<file path="src/rtl/shift_sequencer.sv">
// rtl/shift_sequencer.sv - FSM that sequences an external shifter through load and 1/8-bit steps
module shift_sequencer #(
    parameter bit COARSE_EN = 1'b1
) (
    input  logic        clk,
    input  logic        rst_n,
    input  logic        req_valid,
    output logic        req_ready,
    input  logic [63:0] req_data,
    input  logic        req_dir,
    input  logic [5:0]  req_count,
    output logic        sh_load,
    output logic        sh_ena,
    output logic [1:0]  sh_amount,
    output logic [63:0] sh_data,
    input  logic [63:0] sh_q,
    output logic        rsp_valid,
    input  logic        rsp_ready,
    output logic [63:0] rsp_data,
    output logic        busy
);

    localparam logic [1:0] IDLE  = 2'd0;
    localparam logic [1:0] LOAD  = 2'd1;
    localparam logic [1:0] SHIFT = 2'd2;
    localparam logic [1:0] DONE  = 2'd3;

    logic [1:0] state;
    logic [5:0] remaining;
    logic       dir_q;
    logic [1:0] amount_q;
    logic       coarse_step;
    logic [1:0] step_code;
    logic [5:0] remaining_next;

    // Coarse steps only while at least 8 remain, so the count can never underflow.
    always_comb begin
        coarse_step    = COARSE_EN && (remaining >= 6'd8);
        step_code      = {dir_q, coarse_step};
        remaining_next = remaining - (coarse_step ? 6'd8 : 6'd1);
    end

    always_ff @(posedge clk or negedge rst_n) begin
        if (!rst_n) begin
            state     <= IDLE;
            remaining <= 6'd0;
            dir_q     <= 1'b0;
            sh_data   <= 64'd0;
            amount_q  <= 2'd0;
        end else begin
            case (state)
                IDLE: begin
                    if (req_valid) begin
                        sh_data   <= req_data;
                        dir_q     <= req_dir;
                        remaining <= req_count;
                        state     <= LOAD;
                    end
                end
                LOAD: begin
                    state <= (remaining != 6'd0) ? SHIFT : DONE;
                end
                SHIFT: begin
                    remaining <= remaining_next;
                    amount_q  <= step_code;
                    if (remaining_next == 6'd0) begin
                        state <= DONE;
                    end
                end
                DONE: begin
                    if (rsp_ready) begin
                        state <= IDLE;
                    end
                end
                default: state <= IDLE;
            endcase
        end
    end

    // The step code is live during SHIFT and otherwise holds the last issued step.
    assign req_ready = rst_n && (state == IDLE);
    assign sh_load   = (state == LOAD);
    assign sh_ena    = (state == SHIFT);
    assign sh_amount = (state == SHIFT) ? step_code : amount_q;
    assign rsp_valid = (state == DONE);
    assign rsp_data  = sh_q;
    assign busy      = (state != IDLE);

endmodule

</file>
<file path="config.mk">
export PLATFORM = sky130hd
export DESIGN_NAME = shift_sequencer
export DESIGN_NICKNAME = d
export VERILOG_FILES = /design/src/rtl/shift_sequencer.sv
export SDC_FILE = /design/constraint.sdc
export NUM_CORES = 1
export LEC_CHECK = 0
export ABC_AREA = 0
export CORE_AREA = 2 2 106 108
export DETAILED_ROUTE_END_ITERATION = 8
export DIE_AREA = 0 0 108 110
export MAX_ROUTING_LAYER = met4
export PLACE_DENSITY = 0.86
export SLEW_MARGIN = 20
export SYNTH_ARGS = -nofsm -noshare
export SYNTH_HDL_FRONTEND = slang
export SYNTH_SLANG_ARGS = --single-unit
</file>
<file path="constraint.sdc">
create_clock -name clk -period 4.4 [get_ports clk]
set_clock_uncertainty 0.15 [all_clocks]
set_input_delay 0.44 -clock clk [delete_from_list [all_inputs] [get_ports clk]]
set_output_delay 0.44 -clock clk [all_outputs]
set_load 0.02 [all_outputs]
</file>
# After elaboration in Yosys (flattened, before gate mapping)
# Cells that the tools add are included.
word_totals:
  wordCells: 31
  rom_bits: 0
  latchBits: 0
  out_inout_bits: 135
  register_bits: 75
  ramBits: 0
  mem_count: 0
op_classes:
  add_sub_neg: 1
  n_shift: 0
  mux: 9
  div: 0
  eq_ne: 6
  order_cmp: 1
  reduce_logical: 9
  mul: 0
  n_bitwise: 0
op_table:
  columns: ["op", "n"]
  rows:
  - ["6-bit one-hot mux with 2 select lines", 1]
  - ["2-bit 2-to-1 mux", 4]
  - ["2-bit one-hot mux with 4 select lines", 1]
  - ["6-bit by 4-bit greater-or-equal comparator with 1-bit output, second input constant", 1]
  - ["6-bit logical NOT", 1]
  - ["6-bit 2-to-1 mux", 1]
  - ["6-bit nonzero test", 1]
  - ["6-bit by 4-bit subtractor with 6-bit output", 1]
  - ["2-bit equality test, second input constant", 2]
  - ["4-bit 2-to-1 mux", 1]
  - ["2-bit by 1-bit != test with 1-bit output, second input constant", 2]
  - ["2-bit AND reduction", 2]
  - ["2-bit nonzero test", 2]
  - ["3-bit AND reduction", 1]
  - ["2-bit by 1-bit equality test with 1-bit output, second input constant", 1]
  - ["2-bit logical NOT", 1]
  - ["2-bit != test, second input constant", 1]
  - ["1-bit logical AND", 1]
  - ["1-bit 2-to-1 mux", 1]

# Logic depth before layout (Yosys ltp)
# Gate-level depths: netlist of the first run.
depth:
  ltp_word: 6
  ltp_mapped: 8
  mapped_depth_nobuf: 8

# Least setup slack after synthesis of the first run
# Ideal clock, no wire load.
synth_path:
  path_kind: "register -> register"
  startpoint: "register remaining[3]"
  endpoint: "register state[1]"
  t_arrival_ns: 2.104
  synth_period_minus_slack_ns: 2.379
  path_slack_ns: 2.021
  required_time_ns: 4.125
  n_path_buf: 1
  stages_incl_launch_ff: 8
  path_cell_list: "dfrtp_1 > nor3_1 > ha_1 > clkbuf_1 > and3_1 > a221oi_1 > nand4b_1 > mux2_4"
synth_between:
  elab_chain_len: 6
synth_lines:
  columns: ["element", "line_no", "source"]
  rows:
  - ["from (decl)", "29", "logic [5:0] remaining;"]
  - ["from (signal assigned)", "56", "remaining <= req_count;"]
  - ["from (signal assigned)", "64", "remaining <= remaining_next;"]
  - ["6-bit by 4-bit greater-or-equal comparator with 1-bit output", "38", "coarse_step = COARSE_EN && (remaining >= 6'd8);"]
  - ["4-bit 2-to-1 mux", "40", "remaining_next = remaining - (coarse_step ? 6'd8 : 6'd1);"]
  - ["6-bit by 4-bit subtractor with 6-bit output *", "40", null]
  - ["6-bit logical NOT *", "66", "if (remaining_next == 6'd0) begin"]
  - ["2-bit by 1-bit != test with 1-bit output (no source line) *", null, null]
  - ["3-bit AND reduction (no source line) *", null, null]
  - ["to (signal assigned)", "61", "state <= (remaining != 6'd0) ? SHIFT : DONE;"]
  - ["to (decl)", "28", "logic [1:0] state;"]
# Mark *: on every way between the ends. The rest lies on a longest branch, timed or not.
# A chain may end at the register's enable or synchronous reset.

# Final worst setup path of the first run
layout_path:
  startpoint: "register state[0]"
  endpoint: "output port sh_amount[1]"
layout_between:
  elab_chain_len: 2
layout_lines:
  columns: ["element", "line_no", "source"]
  rows:
  - ["2-bit equality test", "84", "assign sh_amount = (state == SHIFT) ? step_code : amount_q;"]
  - ["2-bit 2-to-1 mux", "84", null]
  - ["to (decl)", "14", "output logic [1:0] sh_amount,"]
# No other way between the ends.

==> impl_metrics.tcl, run 1 <==
set metrics [dict create \
    outcome "completed" \
    fin_ws_ns 1.28 \
    ys_async_sr_fraction 1.00 \
    portBuffers 145 \
    rows 38 \
    clock-root-buffer "clkbuf_8" \
    ys_seq_elements 75 \
    path_clk_slew_ns 0.07 \
    numCtsBuffers 9 \
    ys.flop_type "dfrtp_1" \
    wl_microns 9690 \
    tns_ns 0 \
    clock_sinks 75 \
    crit_family "adder cells" \
    worst-setup-path-type "reg2out" \
    synth_top_cell_by_area "dfrtp_1" \
    overflow 0 \
    clock_path_buffers 2 \
    drv_cap 0 \
    cts_hold_buf 1 \
    cts_tree "done" \
    drc_errors 0 \
    drtIter0Drc 96 \
    min_period_ns 3.12 \
    clock.fmax_mhz 321 \
    antenna_found_initial 0 \
    worst-path-buf-inv 2 \
    yosys-top-cells-area "dfrtp_1 (52%), mux2_2 (20%), buf_4 (13%)" \
    cts_resized 0 \
    grt_usage 0.164 \
    detail_route.wl_per_cell_microns 18.7 \
    hold_viol_final 0 \
    cp_slowest_cell "ha_1" \
    crit_required_ns 3.81 \
    holdCritPathClass "reg2reg" \
    worst_slew_pin_slew_ns 0.840 \
    h-tree-depth 3 \
    place_ws_ns 1.66 \
    slew_violations 0 \
    setup_viol 0 \
    p_per_area_nw_per_um2 774 \
    die_h_microns 110 \
    grt_pass1_wl_microns 14200 \
    cp.arrival_ns 2.53 \
    relSlewSlack 0.439 \
    die_w_microns 108 \
    netlist_instances 288 \
    num-nets-final 519 \
    cp_max_fo 22 \
    finalHoldWorstSlack_ns 0.356 \
    n_antenna_cell 0 \
    clk_latency_ns 0.34 \
    dieArea_sq_um 11900 \
    grt_max_degree 46 \
    coreArea_sq_um 10700 \
    ios 274 \
    routed_via_density 4.68 \
    netlist.area_leader.share 0.517 \
    layout-drive-gt1-share 0.233 \
    synth_area_per_cell_sq_um 12.6 \
    area_delta_synth_final_pct 36.2 \
    cpPeakStageDelay_ns 0.68 \
    first_pass_iters 4 \
    vdd_drop_max_mv 0.347 \
    start_util 0.340 \
    synth.distinct_cells 35 \
    ys_seq_area_frac 0.517 \
    final_cell_mix "clkdlybuf4s50_1 (144), dfrtp_1 (75), mux2_2 (66)" \
    path_cells "inv_1 > ha_1 > mux2_2 > clkdlybuf4s50_1" \
    via_count 2422 \
    postCtsSetupRepairBufs 0 \
    grt_pass1_vias 2712 \
    ant_nets 0 \
    hpwlAfterDp_microns 7670 \
    finalNonFillerCells 517 \
    total_power_mw 3.83 \
    syn_area_sq_um 3630 \
    cp-end-kind "output port" \
    synth_nets 435 \
    crit_path_start_kind "flip-flop" \
    final_common_cell "clkdlybuf4s50_1" \
    routabilityCongestion 0.819 \
    yosysWarningCount 0 \
    dp.cells 500 \
    rsz0062_at_grt "false" \
    min_period_over_period 0.708 \
    synth_edf_count 0 \
    leakage_nw 2.07 \
]
-- power by group --
part	leakage (nW)	internal, mW	switching [mW]
Clock	0.0885	0.262	0.265
Sequential	0.883	1.05	0.198
Combinational	1.10	1.08	0.978
-- synthesized netlist by cell type, types with 2 or more instances --
cell      count
mux2_2       66
clkbuf_1      5
nor2b_1       2
o22a_1        3
a31oi_1       2
dfrtp_1      75
nor2_1        7
nand2_1       5
inv_1         9
ha_1          8
buf_2         6
mux2i_1       4
a221oi_1      2
o21ai_0       4
a21oi_1       7
buf_4        64
-- layout make-up --
| class | count | area [sq um] |
|---|---|---|
| Inverter | 10 | 37.5 |
| Tap cell | 140 | 175 |
| Multi-Input combinational cell | 128 | 1190 |
| Clock inverter | 6 | 66.3 |
| Timing Repair Buffer | 148 | 1470 |
| Clock buffer | 10 | 128 |
| Fill cell | 978 | 5750 |
| Sequential cell | 75 | 1880 |
-- per-layer routing --
| metal | wire (microns) | global-route usage | vias to the layer above |
|---|---|---|---|
| met5 | 0 | - | - |
| met4 | 101 | 0.0678 | 0 |
| met3 | 1170 | 0.0676 | 11 |
| met2 | 5230 | 0.296 | 160 |
| met1 | 3190 | 0.156 | 1178 |
| li1 | - | - | 1073 |
-- worst paths after layout --
path	start	end	slack (ns)	cells after the start
worst max-delay path	state[0]	sh_amount[1]	1.28	4
max in group asynchronous	rst_n	sh_data[40]	2.76	3
worst min-delay path	sh_data[19]	sh_data[19]	0.36	1
min in group asynchronous	rst_n	sh_data[49]	0.42	2
worst max register to register	remaining[3]	state[1]	1.68	6
worst min register to register	sh_data[19]	sh_data[19]	0.36	1
-- metrics by stage --
| step | cell area, sq um | util |
|---|---|---|
| 6_report | 4950 | 0.463 |
| 5_1_grt | 4950 | 0.463 |
| 4_1_cts | 4950 | 0.463 |
| 3_5_place_dp | 4750 | 0.444 |
| 3_3_place_gp | 4750 | 0.444 |
| 2_1_floorplan | 3630 | - |
-- cell families after synthesis --
group	after synthesis	synth area share
buffers and inverters	85	0.156
and+or+nand+nor	24	0.0351
adders and majority gates	8	0.0275
xor gates and xnor gates	2	0.00482
DFF	75	0.517
AOI/OAI and AO/OA	23	0.0403
muxes	71	0.220
-- registers in the layout, summed over array words and instances (netlist names) --
name and cells:
dir_q 1, state 2, sh_data 64, amount_q 2, remaining 6
(Power assumes the default switching activity.)
==> run 2, diff against run 1 <==
--- a/config.mk
+++ b/config.mk
@@ -6,9 +6,9 @@
 export NUM_CORES = 1
 export LEC_CHECK = 0
 export ABC_AREA = 0
-export CORE_AREA = 2 2 106 108
+export CORE_ASPECT_RATIO = 0.8
+export CORE_UTILIZATION = 34
 export DETAILED_ROUTE_END_ITERATION = 8
-export DIE_AREA = 0 0 108 110
 export MAX_ROUTING_LAYER = met4
 export PLACE_DENSITY = 0.86
 export SLEW_MARGIN = 20
==> constraint.sdc (replaced) <==
create_clock -name clk -period 2.88 [get_ports clk]
set_clock_uncertainty 0.15 [all_clocks]
set_input_delay 0.288 -clock clk [delete_from_list [all_inputs] [get_ports clk]]
set_output_delay 0.288 -clock clk [all_outputs]
set_load 0.02 [all_outputs]
==> run 2 against run 1 <==
  * Register-to-register slack got worse by 1.3 ns
  * Clock power rose by 100%
  * First-iteration DRC count is 3.1% higher
  * Wire length down 13%
  * Largest cell class unchanged
  * Global-route usage fell by 0.99 points
  * Via count down 0.58%
  * Combinational power grew 54%
  * Critical path depth unchanged
  * Sequential power is 53% higher
  * Total power grew 60%
==> impl_metrics.tcl, run 2 (synthesis gave the netlist of run 1 again) <==
set metrics [dict create \
    outcome "completed" \
    cp_slowest_cell "clkdlybuf4s50_1" \
    multi_input_comb_area_sq_um 1190 \
    drc_errors 0 \
    clk_latency_ns 0.32 \
    wl_met1_microns 3290 \
    via_count 2408 \
    antenna_found_initial 0 \
    rr_startpoint "remaining[5]" \
    place_area_sq_um 4780 \
    first_pass_iters 4 \
    cp_max_fo 7 \
    fin_area_sq_um 5070 \
    clock-root-buffer "clkbuf_16" \
    drtIter0Drc 99 \
    fin_ws_ns 0.286 \
    die_w_microns 118 \
    worst_slew_pin_slew_ns 0.737 \
    clock_path_buffers 2 \
    die_h_microns 94.5 \
    min_period_over_period 0.901 \
    seqCellArea_sq_um 1880 \
    final_common_cell "clkdlybuf4s50_1" \
    h-tree-depth 3 \
    n_antenna_cell 0 \
    overflow 0 \
    worst-setup-path-type "reg2out" \
    cpPeakStageDelay_ns 0.56 \
    relSlewSlack 0.509 \
    tns_ns 0 \
    dr_wl_met2_microns 4100 \
    highest_layer "met4" \
    path_clk_slew_ns 0.06 \
    hold_viol_final 0 \
    routabilityCongestion 0.789 \
    slew_violations 0 \
    grt_usage 0.154 \
    wl_met3_microns 821 \
    top_register "sh_data" \
    grt_max_degree 61 \
    numCtsBuffers 9 \
    min_period_ns 2.59 \
    crit_path_start_kind "flip-flop" \
    ant_nets 0 \
    clock_sinks 75 \
    crit_required_ns 2.44 \
    cp-end-kind "output port" \
    vdd_drop_max_mv 0.600 \
    holdCritPathClass "in2async" \
    drv_cap 0 \
    start_util 0.352 \
    num-nets-final 523 \
    cp-startpoint "state[0]" \
    leakage_nw 2.14 \
    ios 274 \
    wl_microns 8380 \
    rows 33 \
    p_per_area_nw_per_um2 1210 \
    hpwlAfterDp_microns 6290 \
    clock.fmax_mhz 385 \
    detail_route.wl_per_cell_microns 16.1 \
    finalNonFillerCells 521 \
    grt_pass1_vias 2615 \
    reg_top3 "sh_data: 64 flops, remaining: 6 flops" \
    path_cells "inv_1 > ha_1 > mux2_2 > clkdlybuf4s50_1" \
    place_ws_ns 0.469 \
    setup_viol 0 \
    layout-drive-gt1-share 0.244 \
    dieArea_sq_um 11100 \
    cp.arrival_ns 2.16 \
    fill_cells 919 \
    largest_reg_flops 64 \
    dp.cells 504 \
    coreArea_sq_um 10300 \
    portBuffers 145 \
    routed_via_density 4.62 \
    area_delta_synth_final_pct 39.6 \
    cts_tree "done" \
    grt_pass1_wl_microns 12900 \
    final_cell_mix "clkdlybuf4s50_1 (144), dfrtp_1 (75), mux2_2 (66)" \
    rsz0062_at_grt "false" \
]
-- run 2: changes by cell type in the layout (fill, tap and decap cells not counted) --
cell	previous run	this run
clkbuf_16	0	9
clkbuf_8	9	1
buf_4	3	7
bufinv_16	1	0
clkbuf_1	1	0
clkinvlp_4	3	2
inv_6	0	1
inv_8	0	1
-- run 2: repair_timing --
| action | 4_1_cts | 5_1_grt |
|---|---|---|
| hold buffers | 1 | 0 |
| gates resized for setup | 0 | 0 |
| endpoints found under the hold margin | 15 | 0 |
| setup buffers | 0 | 0 |
-- run 2: critical path, delay by kind of cell (launching register included) --
kind | cells | cell delay [ns]
flops | 1 | 0.41
buf+inv | 2 | 0.69
fa+ha+maj | 1 | 0.34
mux | 1 | 0.38
-- run 2: where the power goes --
part | internal [mW] | leakage [nW] | total, mW | switching [mW]
Clock | 0.615 | 0.137 | 1.06 | 0.449
Combinational | 1.69 | 1.12 | 3.18 | 1.49
Sequential | 1.60 | 0.883 | 1.90 | 0.297
Total | 3.90 | 2.14 | 6.14 | 2.24
-- run 2: path summary, 6_finish.rpt --
path | to | slack (ns) | cells past startpoint
min in group clk | sh_data[9] | 0.35 | 1
min reg2reg | sh_data[9] | 0.35 | 1
max in group asynchronous | sh_data[10] | 1.37 | 3
min | sh_data[22] | 0.21 | 2
max | sh_amount[1] | 0.29 | 4
max reg2reg | state[1] | 0.43 | 9
-- run 2: metrics by stage --
stage	total power, mW	hold WS [ns]	utilization
after floorplan	3.79	-0.158	-
after global placement	4.99	0.0105	0.463
after detailed placement	5.10	0.0144	0.463
after CTS	6.22	0.203	0.492
after global routing	6.50	0.208	0.492
final	6.14	0.208	0.492
-- run 2: area by class of cell --
cell class              instances  area share
clock buffers                  10      0.0471
clock inverters                 6     0.00962
inverters                      10     0.00740
multi-input cells             128       0.235
flip-flops and latches         75       0.370
well taps                     140      0.0345
repair buffers                152       0.296
-- run 2: routing by layer --
metal | track usage | vias up
li1 | - | 1084
met3 | 0.0713 | 20
met5 | - | -
met2 | 0.256 | 156
met4 | 0.0641 | 0
met1 | 0.161 | 1148
